### src/rtl/sobel_pkg.sv
// Shared types and constants for the Sobel image pipeline pixel buffers.
package sobel_pkg;

  localparam int PIXELS_PER_BUF = 4;

  typedef logic [PIXELS_PER_BUF-1:0][7:0]  gray_buf_t;
  typedef logic [PIXELS_PER_BUF-1:0][23:0] rgb_buf_t;

  typedef enum logic [1:0] {
    IDLE = 2'd0,
    PACK = 2'd1,
    DONE = 2'd2
  } pack_state_t;

endpackage

### src/rtl/gray_pixel_map.sv
// Per-pixel gray mapping: optional binarize against THRESHOLD, then optional invert.
module gray_pixel_map #(
  parameter int THRESHOLD = 0,
  parameter int INVERT    = 0
) (
  input  logic [7:0] gray_in,
  output logic [7:0] gray_out
);

  localparam logic [7:0] THRESHOLD_8 = 8'(THRESHOLD);

  logic [7:0] thresholded;

  // Threshold of zero means pass-through; invert never overflows since 255 - t >= 0.
  always_comb begin
    thresholded = gray_in;
    if (THRESHOLD != 0) begin
      thresholded = (gray_in >= THRESHOLD_8) ? 8'hFF : 8'h00;
    end
    gray_out = (INVERT != 0) ? (8'hFF - thresholded) : thresholded;
  end

endmodule

### src/rtl/gray_to_rgb_packer.sv
// Expands four captured gray pixels into four {v,v,v} RGB pixels, one per cycle,
// with an enable/done/ack handshake toward the output image writer.
module gray_to_rgb_packer
  import sobel_pkg::*;
#(
  parameter int THRESHOLD = 0,
  parameter int INVERT    = 0
) (
  input  logic      clk,
  input  logic      n_rst,
  input  gray_buf_t gray_pixel,
  input  logic      pack_en,
  input  logic      pack_ack,
  output rgb_buf_t  out_pixel_buffer,
  output logic      pack_done,
  output logic      pack_busy
);

  pack_state_t state_q, state_d;
  logic [1:0]  idx_q, idx_d;
  gray_buf_t   gray_q, gray_d;
  rgb_buf_t    out_q, out_d;
  logic [7:0]  map_in, map_out;

  assign map_in = gray_q[idx_q];

  gray_pixel_map #(
    .THRESHOLD (THRESHOLD),
    .INVERT    (INVERT)
  ) u_map (
    .gray_in  (map_in),
    .gray_out (map_out)
  );

  // State, index, captured input and output buffer registers; reset discards everything.
  always_ff @(posedge clk) begin
    if (!n_rst) begin
      state_q <= IDLE;
      idx_q   <= 2'd0;
      gray_q  <= '0;
      out_q   <= '0;
    end else begin
      state_q <= state_d;
      idx_q   <= idx_d;
      gray_q  <= gray_d;
      out_q   <= out_d;
    end
  end

  // Next-state logic: capture on start, write one mapped pixel per cycle, hold until acknowledged.
  always_comb begin
    state_d = state_q;
    idx_d   = idx_q;
    gray_d  = gray_q;
    out_d   = out_q;
    case (state_q)
      IDLE: begin
        if (pack_en) begin
          gray_d  = gray_pixel;
          out_d   = '0;
          idx_d   = 2'd0;
          state_d = PACK;
        end
      end
      PACK: begin
        out_d[idx_q] = {map_out, map_out, map_out};
        idx_d        = idx_q + 2'd1;
        if (idx_q == 2'd3) begin
          state_d = DONE;
        end
      end
      DONE: begin
        if (pack_ack) begin
          if (pack_en) begin
            gray_d  = gray_pixel;
            out_d   = '0;
            idx_d   = 2'd0;
            state_d = PACK;
          end else begin
            state_d = IDLE;
          end
        end
      end
      default: begin
        state_d = IDLE;
        idx_d   = 2'd0;
      end
    endcase
  end

  assign out_pixel_buffer = out_q;
  assign pack_done        = (state_q == DONE);
  assign pack_busy        = (state_q == PACK);

endmodule

### config.mk
export PLATFORM = sky130hd
export DESIGN_NAME = gray_to_rgb_packer
export DESIGN_NICKNAME = d
export VERILOG_FILES = /design/src/rtl/sobel_pkg.sv /design/src/rtl/gray_pixel_map.sv /design/src/rtl/gray_to_rgb_packer.sv
export SDC_FILE = /design/constraint.sdc
export NUM_CORES = 1
export LEC_CHECK = 0
export ABC_AREA = 1
export CORE_MARGIN = 3
export CORE_UTILIZATION = 36
export DETAILED_ROUTE_END_ITERATION = 7
export PLACE_DENSITY_LB_ADDON = 0.05
export SLEW_MARGIN = 30
export SYNTH_ARGS = -nofsm -noshare
export SYNTH_HDL_FRONTEND = slang
export SYNTH_SLANG_ARGS = --single-unit
### constraint.sdc
create_clock -name clk -period 4.25 [get_ports clk]
set_clock_uncertainty 0.15 [all_clocks]
set_input_delay 0.425 -clock clk [delete_from_list [all_inputs] [get_ports clk]]
set_output_delay 0.425 -clock clk [all_outputs]
set_load 0.1 [all_outputs]
==> results of run 1 <==
sequential cells by signal (all words and copies together) (netlist names):
name	count
gray_q	32
idx_q	2
out_pixel_buffer	32
state_q	2
metal layers:
metal / vias up / wire [µm] / part of all wire / GRT usage
met5: - / 0 / 0 / 0
met4: 0 / 193 / 0.021 / 0.0727
met3: 15 / 648 / 0.070 / 0.0369
met2: 116 / 4440 / 0.48 / 0.291
met1: 1334 / 3960 / 0.43 / 0.224
li1: 1482 / - / - / -
cells by family after synthesis:
group | count (synthesis)
simple gates | 197
buf+inv | 96
compound gates | 70
flops | 68
fa+ha+maj | 5
layout make-up:
type | count | area (µm²)
flip-flops and latches | 68 | 1360
fillers | 909 | 4510
inverters | 15 | 61.3
clock inverters | 5 | 27.5
multi-input cells | 272 | 1310
repair buffers | 134 | 1340
well taps | 108 | 135
clock buffers | 11 | 141
metrics by stage:
stage	instances	setup WS, ns
floorplan	436	1.96
global placement	597	1.72
detailed placement	597	1.73
CTS	613	1.34
global route	613	1.25
finish	613	1.34
synth_stat cells:
library cell / instances
sky130_fd_sc_hd__ha_1: 5
sky130_fd_sc_hd__o21ai_1: 4
sky130_fd_sc_hd__clkbuf_1: 6
sky130_fd_sc_hd__buf_6: 9
sky130_fd_sc_hd__buf_2: 2
sky130_fd_sc_hd__nor2_1: 66
sky130_fd_sc_hd__nand3_1: 46
sky130_fd_sc_hd__clkinv_1: 1
sky130_fd_sc_hd__inv_2: 4
sky130_fd_sc_hd__buf_4: 64
sky130_fd_sc_hd__nand3_2: 10
sky130_fd_sc_hd__a21oi_1: 36
sky130_fd_sc_hd__inv_4: 2
sky130_fd_sc_hd__nand2_1: 68
sky130_fd_sc_hd__nand3b_4: 1
sky130_fd_sc_hd__inv_1: 8
sky130_fd_sc_hd__nand2_4: 2
sky130_fd_sc_hd__nand4_1: 1
sky130_fd_sc_hd__nor2_2: 3
sky130_fd_sc_hd__o21ai_0: 30
sky130_fd_sc_hd__dfxtp_1: 68
report_power, final:
group,switching [W],internal [W]
sequential,0.0000268,0.000669
clock,0.000243,0.000224
combinational,0.000215,0.0000884
total,0.000484,0.000981
worst max-delay path, cell delays in order, from the launching register on:
cell	delay (ns)
sky130_fd_sc_hd__dfxtp_1	0.57
sky130_fd_sc_hd__nand2_4	0.14
sky130_fd_sc_hd__inv_1	0.13
sky130_fd_sc_hd__clkdlybuf4s50_1	1.15
worst min path at each step:
stage                                       start                      end  slack [ns]  cells after the start
after global routing      gray_q[12]$_SDFFE_PN0P_  gray_q[12]$_SDFFE_PN0P_        0.36                      2
after global placement    gray_q[16]$_SDFFE_PN0P_  gray_q[16]$_SDFFE_PN0P_        0.32                      2
final                      gray_q[6]$_SDFFE_PN0P_   gray_q[6]$_SDFFE_PN0P_        0.34                      2
after detailed placement  gray_q[12]$_SDFFE_PN0P_  gray_q[12]$_SDFFE_PN0P_        0.32                      2
after floorplan           gray_q[15]$_SDFFE_PN0P_  gray_q[15]$_SDFFE_PN0P_        0.30                      2
after CTS                 gray_q[12]$_SDFFE_PN0P_  gray_q[12]$_SDFFE_PN0P_        0.34                      2
==> impl_metrics.env, run 1 <==
export IMPL_outcome="finished, final reports clean"
export IMPL_vias_per_cell=4.81
export IMPL_finalSetupViolCount=0
export IMPL_post_cts_repair_setup_buffers=0
export IMPL_fin_tns_setup_ns=0
export IMPL_net_count_reported_at_finish=541
export IMPL_syn_mean_instance_area_um2=7.69
export IMPL_design_power_total_w=0.00147
export IMPL_die_y_um=102
export IMPL_htreeDepth=3
export IMPL_crit_path_start_kind="flop"
export IMPL_fin_crit_ns=2.91
export IMPL_yosys_area_share_xor_xnor=0
export IMPL_mostFrequentLayoutCell="sky130_fd_sc_hd__clkdlybuf4s50_1"
export IMPL_worst_skew_pair_late_latency_ns=0.34
export IMPL_chipWidth_um=102
export IMPL_post_cts_hold_buffers=0
export IMPL_drt_pass1_iterations=4
export IMPL_grt_use_total=0.177
export IMPL_num_antenna_cells=0
export IMPL_placeable_area_um2=8890
export IMPL_post_route_cell_area_um2=4380
export IMPL_drv_slew=0
export IMPL_syn_num_nets=477
export IMPL_synthDominantCellAreaShare=0.406
export IMPL_layout_core_utilization=0.493
export IMPL_largest_net_degree_at_the_start_of_global_routing=37
export IMPL_drt_drc_violations_left=0
export IMPL_pwr_density_cell_nw_per_um2=335
export IMPL_rows=34
export IMPL_depth_of_the_most_critical_reg_to_reg_path=7
export IMPL_floorplan_initialDensity=0.377
export IMPL_antenna_found_initial=0
export IMPL_power_leakage_nw=1.60
export IMPL_via_count=2947
export IMPL_first_pass_grt_wire_length_mm=13.9
export IMPL_synthesized_instance_count=436
export IMPL_post_route_period_util=0.685
export IMPL_critPathKind="flop to output port"
export IMPL_sequential_to_total_area_share_from_yosys_stat=0.406
export IMPL_drt_first_iter_violations=120
export IMPL_synth_largest_area_cell="sky130_fd_sc_hd__dfxtp_1"
export IMPL_finalHoldViolations=0
export IMPL_rsz0062_at_grt="false"
export IMPL_timing_critical_path_arrival_ns=2.33
export IMPL_port_buffer_count=133
export IMPL_cts_max_path_buffers=2
export IMPL_worst_hold_path_type="flop to flop"
export IMPL_synth_warnings=0
export IMPL_layout_drive_gt1_share=0.0752
export IMPL_total_die_area_um2=10500
export IMPL_first_global_vias=2672
export IMPL_reg2reg_slack_ns=2.04
export IMPL_placed_area_um2=4210
export IMPL_worstSetupStartpoint="state_q[0]$_SDFFE_PN0P_"
export IMPL_yosys_cell_types_count=21
export IMPL_synth_adder_area_share=0.0187
export IMPL_antenna_left=0
export IMPL_max_freq_mhz=344
export IMPL_whs_ns=0.337
export IMPL_grt_overflow_total=0
export IMPL_cts_buffers=9
export IMPL_top_library_cells_by_usage_in_the_layout_fill_and_taps_aside="sky130_fd_sc_hd__clkdlybuf4s50_1 (133), sky130_fd_sc_hd__nand2_1 (68), sky130_fd_sc_hd__dfxtp_1 (68)"
export IMPL_crit_reg2reg_launch="idx_q[0]$_SDFFE_PN0P_"
export IMPL_synth_compound_gate_area_share=0.105
export IMPL_drv_max_cap_violation_count=0
export IMPL_ff_latch_count_synth=68
export IMPL_globalplace_congestion=0.890
export IMPL_cts_num_sinks=68
export IMPL_synth_top_family_by_area="simple AND/OR/NAND/NOR gates"
export IMPL_cts_root_buf="sky130_fd_sc_hd__clkbuf_8"
export IMPL_tritoncts="yes"
export IMPL_vdd_ir_drop_worst_v=0.000136
export IMPL_tightestPinTransition_ns=0.986
export IMPL_avgRoutedWirePerCell_um=15.1
export IMPL_cp_data_required_time_ns=3.67
export IMPL_post_cts_resize_count=0
export IMPL_netlist_top_cells_area="sky130_fd_sc_hd__dfxtp_1 (41%), sky130_fd_sc_hd__buf_4 (14%), sky130_fd_sc_hd__nand2_1 (7.6%)"
export IMPL_critPathMaxFanout=9
export IMPL_endpoint="pack_busy"
export IMPL_reg2reg_to="out_pixel_buffer[63]$_SDFFE_PN0P_"
export IMPL_clkTransAtPathRegs_ns=0.07
export IMPL_slew_headroom=0.341
export IMPL_route_final_wire_length_mm=9.25
export IMPL_synth_mux_area_frac=0
export IMPL_detailed_place_hpwl_mm=6.87
export IMPL_synthSimpleGateAreaFrac=0.269
export IMPL_syn_cell_area_um2=3350
export IMPL_floorplan_io_pins=134
export IMPL_area_growth_pct=30.7
export IMPL_setup_worst_path_end_class="output port"
Note: power is estimated with default switching activity, not from simulation.
==> inputs of run 2 (changes only) <==
- clock period: 4.25 -> 2.4 ns (I/O delays scaled with it)
==> run 2 against run 1 <==
Compared with the run above: first-iteration DRC count is 24% higher; via count is 2.1% lower; non-clock buffer count is 3 higher; total power is 86% higher; utilization is 2.1 points lower; cell count is 0.49% higher; setup slack worse by 0.82 ns; global-route usage is 1.4 points lower; hold slack worse by 0.0033 ns; wire length is 5.0% lower; largest cell class unchanged; clock power is 110% higher; register-to-register slack worse by 1.4 ns.
==> impl_metrics.env, run 2 (synthesized netlist as in run 1, its figures left out) <==
export IMPL_outcome="finished, final reports clean"
export IMPL_total_die_area_um2=10500
export IMPL_max_freq_mhz=531
export IMPL_cts_max_path_buffers=2
export IMPL_drt_first_iter_violations=149
export IMPL_critPathMaxFanout=9
export IMPL_grt_use_total=0.163
export IMPL_antenna_left=0
export IMPL_antenna_found_initial=0
export IMPL_pwr_density_cell_nw_per_um2=651
export IMPL_cp_data_required_time_ns=2.01
export IMPL_rsz0062_at_grt="false"
export IMPL_drv_max_cap_violation_count=0
export IMPL_top_library_cells_by_usage_in_the_layout_fill_and_taps_aside="sky130_fd_sc_hd__buf_4 (102), sky130_fd_sc_hd__nand2_1 (68), sky130_fd_sc_hd__dfxtp_1 (68)"
export IMPL_clkTransAtPathRegs_ns=0.07
export IMPL_worst_skew_pair_late_latency_ns=0.34
export IMPL_chipWidth_um=102
export IMPL_drt_drc_violations_left=0
export IMPL_placeable_area_um2=8890
export IMPL_worstSetupStartpoint="state_q[0]$_SDFFE_PN0P_"
export IMPL_reg2reg_slack_ns=0.67
export IMPL_vdd_ir_drop_worst_v=0.000300
export IMPL_fin_tns_setup_ns=0
export IMPL_fin_crit_ns=1.88
export IMPL_timing_critical_path_arrival_ns=1.49
export IMPL_grt_overflow_total=0
export IMPL_placed_area_um2=3990
export IMPL_post_cts_resize_count=0
export IMPL_htreeDepth=3
export IMPL_cts_root_buf="sky130_fd_sc_hd__clkbuf_8"
export IMPL_post_cts_hold_buffers=0
export IMPL_post_route_cell_area_um2=4190
export IMPL_via_count=2886
export IMPL_die_y_um=102
export IMPL_post_cts_repair_setup_buffers=0
export IMPL_crit_path_start_kind="flop"
export IMPL_reg2reg_to="gray_q[0]$_SDFFE_PN0P_"
export IMPL_hold_ep="gray_q[3]$_SDFFE_PN0P_"
export IMPL_largest_net_degree_at_the_start_of_global_routing=37
export IMPL_hold_start="gray_q[3]$_SDFFE_PN0P_"
export IMPL_cts_buffers=9
export IMPL_num_antenna_cells=0
export IMPL_detailed_place_hpwl_mm=6.44
export IMPL_area_growth_pct=25.0
export IMPL_tritoncts="yes"
export IMPL_drv_slew=0
export IMPL_setup_worst_path_end_class="output port"
export IMPL_route_final_wire_length_mm=8.79
export IMPL_net_count_reported_at_finish=544
export IMPL_whs_ns=0.334
export IMPL_first_global_vias=2554
export IMPL_design_power_total_w=0.00273
export IMPL_floorplan_initialDensity=0.377
export IMPL_finalHoldViolations=0
export IMPL_critPathKind="flop to output port"
export IMPL_slew_headroom=0.719
export IMPL_drt_pass1_iterations=4
export IMPL_place_ws_ns=0.524
export IMPL_avgRoutedWirePerCell_um=14.3
export IMPL_cts_num_sinks=68
export IMPL_crit_reg2reg_launch="state_q[0]$_SDFFE_PN0P_"
export IMPL_worst_hold_path_type="flop to flop"
export IMPL_port_buffer_count=133
export IMPL_tightestPinTransition_ns=0.422
export IMPL_post_route_period_util=0.785
export IMPL_mostFrequentLayoutCell="sky130_fd_sc_hd__buf_4"
export IMPL_first_pass_grt_wire_length_mm=12.9
export IMPL_finalSetupViolCount=0
export IMPL_setup_ws_ns=0.516
export IMPL_vias_per_cell=4.69
export IMPL_layout_drive_gt1_share=0.276
export IMPL_timing_hold_worst_path_depth=2
export IMPL_power_leakage_nw=1.83
export IMPL_floorplan_io_pins=134
export IMPL_depth_of_the_most_critical_reg_to_reg_path=6
export IMPL_rows=34
export IMPL_globalplace_congestion=0.789
==> run 2: power breakdown <==
group	total, W	internal, W	leakage (nW)	switching [W]
Combinational	0.000540	0.000152	1.17	0.000388
Sequential	0.00122	0.00118	0.556	0.0000377
Clock	0.000964	0.000530	0.109	0.000434
Total	0.00273	0.00187	1.83	0.000860
==> run 2: layout make-up <==
type / instances / area, µm²
fillers: 951 / 4700
flip-flops and latches: 68 / 1360
multi-input cells: 272 / 1310
repair buffers: 137 / 1120
clock buffers: 11 / 151
well taps: 108 / 135
inverters: 15 / 61.3
clock inverters: 5 / 50.0
==> run 2: worst max-delay path by stage <==
stage | endpoint | slack, ns | cells past startpoint
detailed placement | gray_q[0]$_SDFFE_PN0P_ | 0.52 | 6
global placement | gray_q[12]$_SDFFE_PN0P_ | 0.55 | 6
CTS | pack_busy | 0.51 | 3
floorplan | pack_done | 0.30 | 2
global route | pack_busy | 0.44 | 3
finish | pack_busy | 0.52 | 3
==> run 2: through the flow <==
step / cells / util
after detailed placement: 600 / 0.448
after CTS: 616 / 0.471
after global routing: 616 / 0.471
final: 616 / 0.471
after floorplan: 436 / -
after global placement: 600 / 0.448
==> run 2: metal layers <==
layer,track usage,vias to the layer above,wire length (µm)
li1,-,1487,-
met1,0.214,1278,3860
met2,0.261,112,4120
met3,0.0348,9,695
met4,0.0605,0,113
met5,0,-,0
==> run 2: worst max-delay path, stage by stage, from the launching register on <==
cell and delay (ns):
sky130_fd_sc_hd__dfxtp_1 0.58, sky130_fd_sc_hd__nand2_4 0.15, sky130_fd_sc_hd__inv_1 0.12, sky130_fd_sc_hd__buf_4 0.30
==> inputs of run 3 (changes only) <==
- clock period: 2.4 -> 1.6 ns (I/O delays scaled with it)
==> run 3 against run 2 <==
Compared with the run above: first-iteration DRC count grew 6.7%; critical endpoint unchanged; largest power group unchanged; global-route usage is 1.0 points higher; hold slack got worse by 0.057 ns; flip-flop and latch count unchanged; die area unchanged; final area rose by 34%; clock power rose by 63%; highest routed layer unchanged; via count grew 4.8%; largest cell class is now non-clock buffers.
==> impl_metrics.env, run 3 (synthesized netlist as in run 1, its figures left out) <==
export IMPL_tritoncts="yes"
export IMPL_post_cts_resize_count=2
export IMPL_net_count_reported_at_finish=555
export IMPL_route_final_wire_length_mm=9.04
export IMPL_chipWidth_um=102
export IMPL_reg2reg_slack_ns=0.11
export IMPL_power_leakage_nw=2.19
export IMPL_top_library_cells_by_usage_in_the_layout_fill_and_taps_aside="sky130_fd_sc_hd__buf_12 (101), sky130_fd_sc_hd__nand2_1 (68), sky130_fd_sc_hd__nor2_1 (65)"
export IMPL_detailed_place_hpwl_mm=7.21
export IMPL_layout_core_utilization=0.632
export IMPL_critPathKind="flop to output port"
export IMPL_grt_overflow_total=0
export IMPL_fin_tns_setup_ns=0
export IMPL_outcome="finished, final reports clean"
export IMPL_drt_first_iter_violations=159
export IMPL_post_route_period_util=0.963
export IMPL_avgRoutedWirePerCell_um=14.4
export IMPL_cts_buffers=9
export IMPL_place_inst=611
export IMPL_drv_max_cap_violation_count=0
export IMPL_timing_critical_path_arrival_ns=1.23
export IMPL_num_antenna_cells=0
export IMPL_crit_path_start_kind="flop"
export IMPL_worstSetupStartpoint="state_q[1]$_SDFFE_PN0P_"
export IMPL_worst_skew_pair_late_latency_ns=0.35
export IMPL_tightestPinTransition_ns=0.342
export IMPL_cts_max_path_buffers=2
export IMPL_fin_crit_ns=1.54
export IMPL_depth_of_the_most_critical_reg_to_reg_path=6
export IMPL_layout_drive_gt1_share=0.362
export IMPL_drv_slew=0
export IMPL_floorplan_io_pins=134
export IMPL_finalSetupViolCount=0
export IMPL_antenna_found_initial=0
export IMPL_drt_drc_violations_left=0
export IMPL_cp_data_required_time_ns=1.29
export IMPL_floorplan_initialDensity=0.377
export IMPL_via_count=3024
export IMPL_finalHoldViolations=0
export IMPL_worst_hold_path_type="primary input to flop"
export IMPL_whs_ns=0.277
export IMPL_rsz0062_at_grt="true"
export IMPL_critPathMaxFanout=7
export IMPL_die_y_um=102
export IMPL_reg2reg_to="out_pixel_buffer[19]$_SDFFE_PN0P_"
export IMPL_clkTransAtPathRegs_ns=0.08
export IMPL_area_growth_pct=67.7
export IMPL_slew_headroom=0.769
export IMPL_first_pass_grt_wire_length_mm=14.1
export IMPL_rows=34
export IMPL_mostFrequentLayoutCell="sky130_fd_sc_hd__buf_12"
export IMPL_total_die_area_um2=10500
export IMPL_grt_use_total=0.173
export IMPL_largest_net_degree_at_the_start_of_global_routing=33
export IMPL_drt_pass1_iterations=4
export IMPL_placeable_area_um2=8890
export IMPL_first_global_vias=2875
export IMPL_cts_root_buf="sky130_fd_sc_hd__clkbuf_8"
export IMPL_cts_num_sinks=68
export IMPL_antenna_left=0
export IMPL_post_cts_hold_buffers=0
export IMPL_post_cts_repair_setup_buffers=0
export IMPL_vdd_ir_drop_worst_v=0.000460
export IMPL_non_filler_instances=627
export IMPL_pwr_density_cell_nw_per_um2=777
export IMPL_port_buffer_count=133
export IMPL_setup_worst_path_end_class="output port"
export IMPL_htreeDepth=3
export IMPL_endpoint="pack_busy"
export IMPL_max_freq_mhz=649
export IMPL_vias_per_cell=4.82
export IMPL_crit_reg2reg_launch="state_q[1]$_SDFFE_PN0P_"
export IMPL_globalplace_congestion=0.902
[run 3: stage by stage]
step                      power, W  area (µm²)  setup slack, ns
after floorplan            0.00249        3390         -0.00576
after global placement     0.00282        5380           0.0480
after detailed placement   0.00283        5380           0.0126
after CTS                  0.00439        5600           0.0512
after global routing       0.00455        5620          -0.0181
final                      0.00437        5620           0.0593
[run 3: how the worst min path moves through the flow]
stage	startpoint	to	slack, ns	depth (start not counted)
floorplan	n_rst	gray_q[23]$_SDFFE_PN0P_	0.15	2
global placement	gray_q[23]$_SDFFE_PN0P_	gray_q[23]$_SDFFE_PN0P_	0.31	2
detailed placement	gray_q[9]$_SDFFE_PN0P_	gray_q[9]$_SDFFE_PN0P_	0.32	2
CTS	gray_pixel[10]	gray_q[10]$_SDFFE_PN0P_	0.27	3
global route	gray_pixel[10]	gray_q[10]$_SDFFE_PN0P_	0.29	3
finish	gray_pixel[10]	gray_q[10]$_SDFFE_PN0P_	0.28	3
[run 3: area by class of cell]
| class | instances | area (µm²) |
|---|---|---|
| Timing Repair Buffer | 148 | 2460 |
| Sequential cell | 68 | 1410 |
| Clock inverter | 6 | 87.6 |
| Multi-Input combinational cell | 272 | 1330 |
| Tap cell | 108 | 135 |
| Inverter | 15 | 63.8 |
| Fill cell | 747 | 3270 |
| Clock buffer | 10 | 138 |
[run 3: layer usage]
metal  vias up  track usage  part of all wire
met5         -            0                 0
met4         0       0.0646             0.015
met3        15       0.0389             0.075
met2       110        0.292              0.50
met1      1390        0.215              0.41
li1       1509            -                 -
[run 3: report_power, final]
group	switching (W)	internal (W)
logic	0.000585	0.000353
clock network	0.000656	0.000919
registers	0.0000755	0.00178
[run 3: critical path, cell delays in order (launching register included)]
cell and delay, ns:
sky130_fd_sc_hd__dfxtp_1 0.43, sky130_fd_sc_hd__inv_4 0.09, sky130_fd_sc_hd__nand2_4 0.13, sky130_fd_sc_hd__inv_2 0.07, sky130_fd_sc_hd__buf_12 0.16
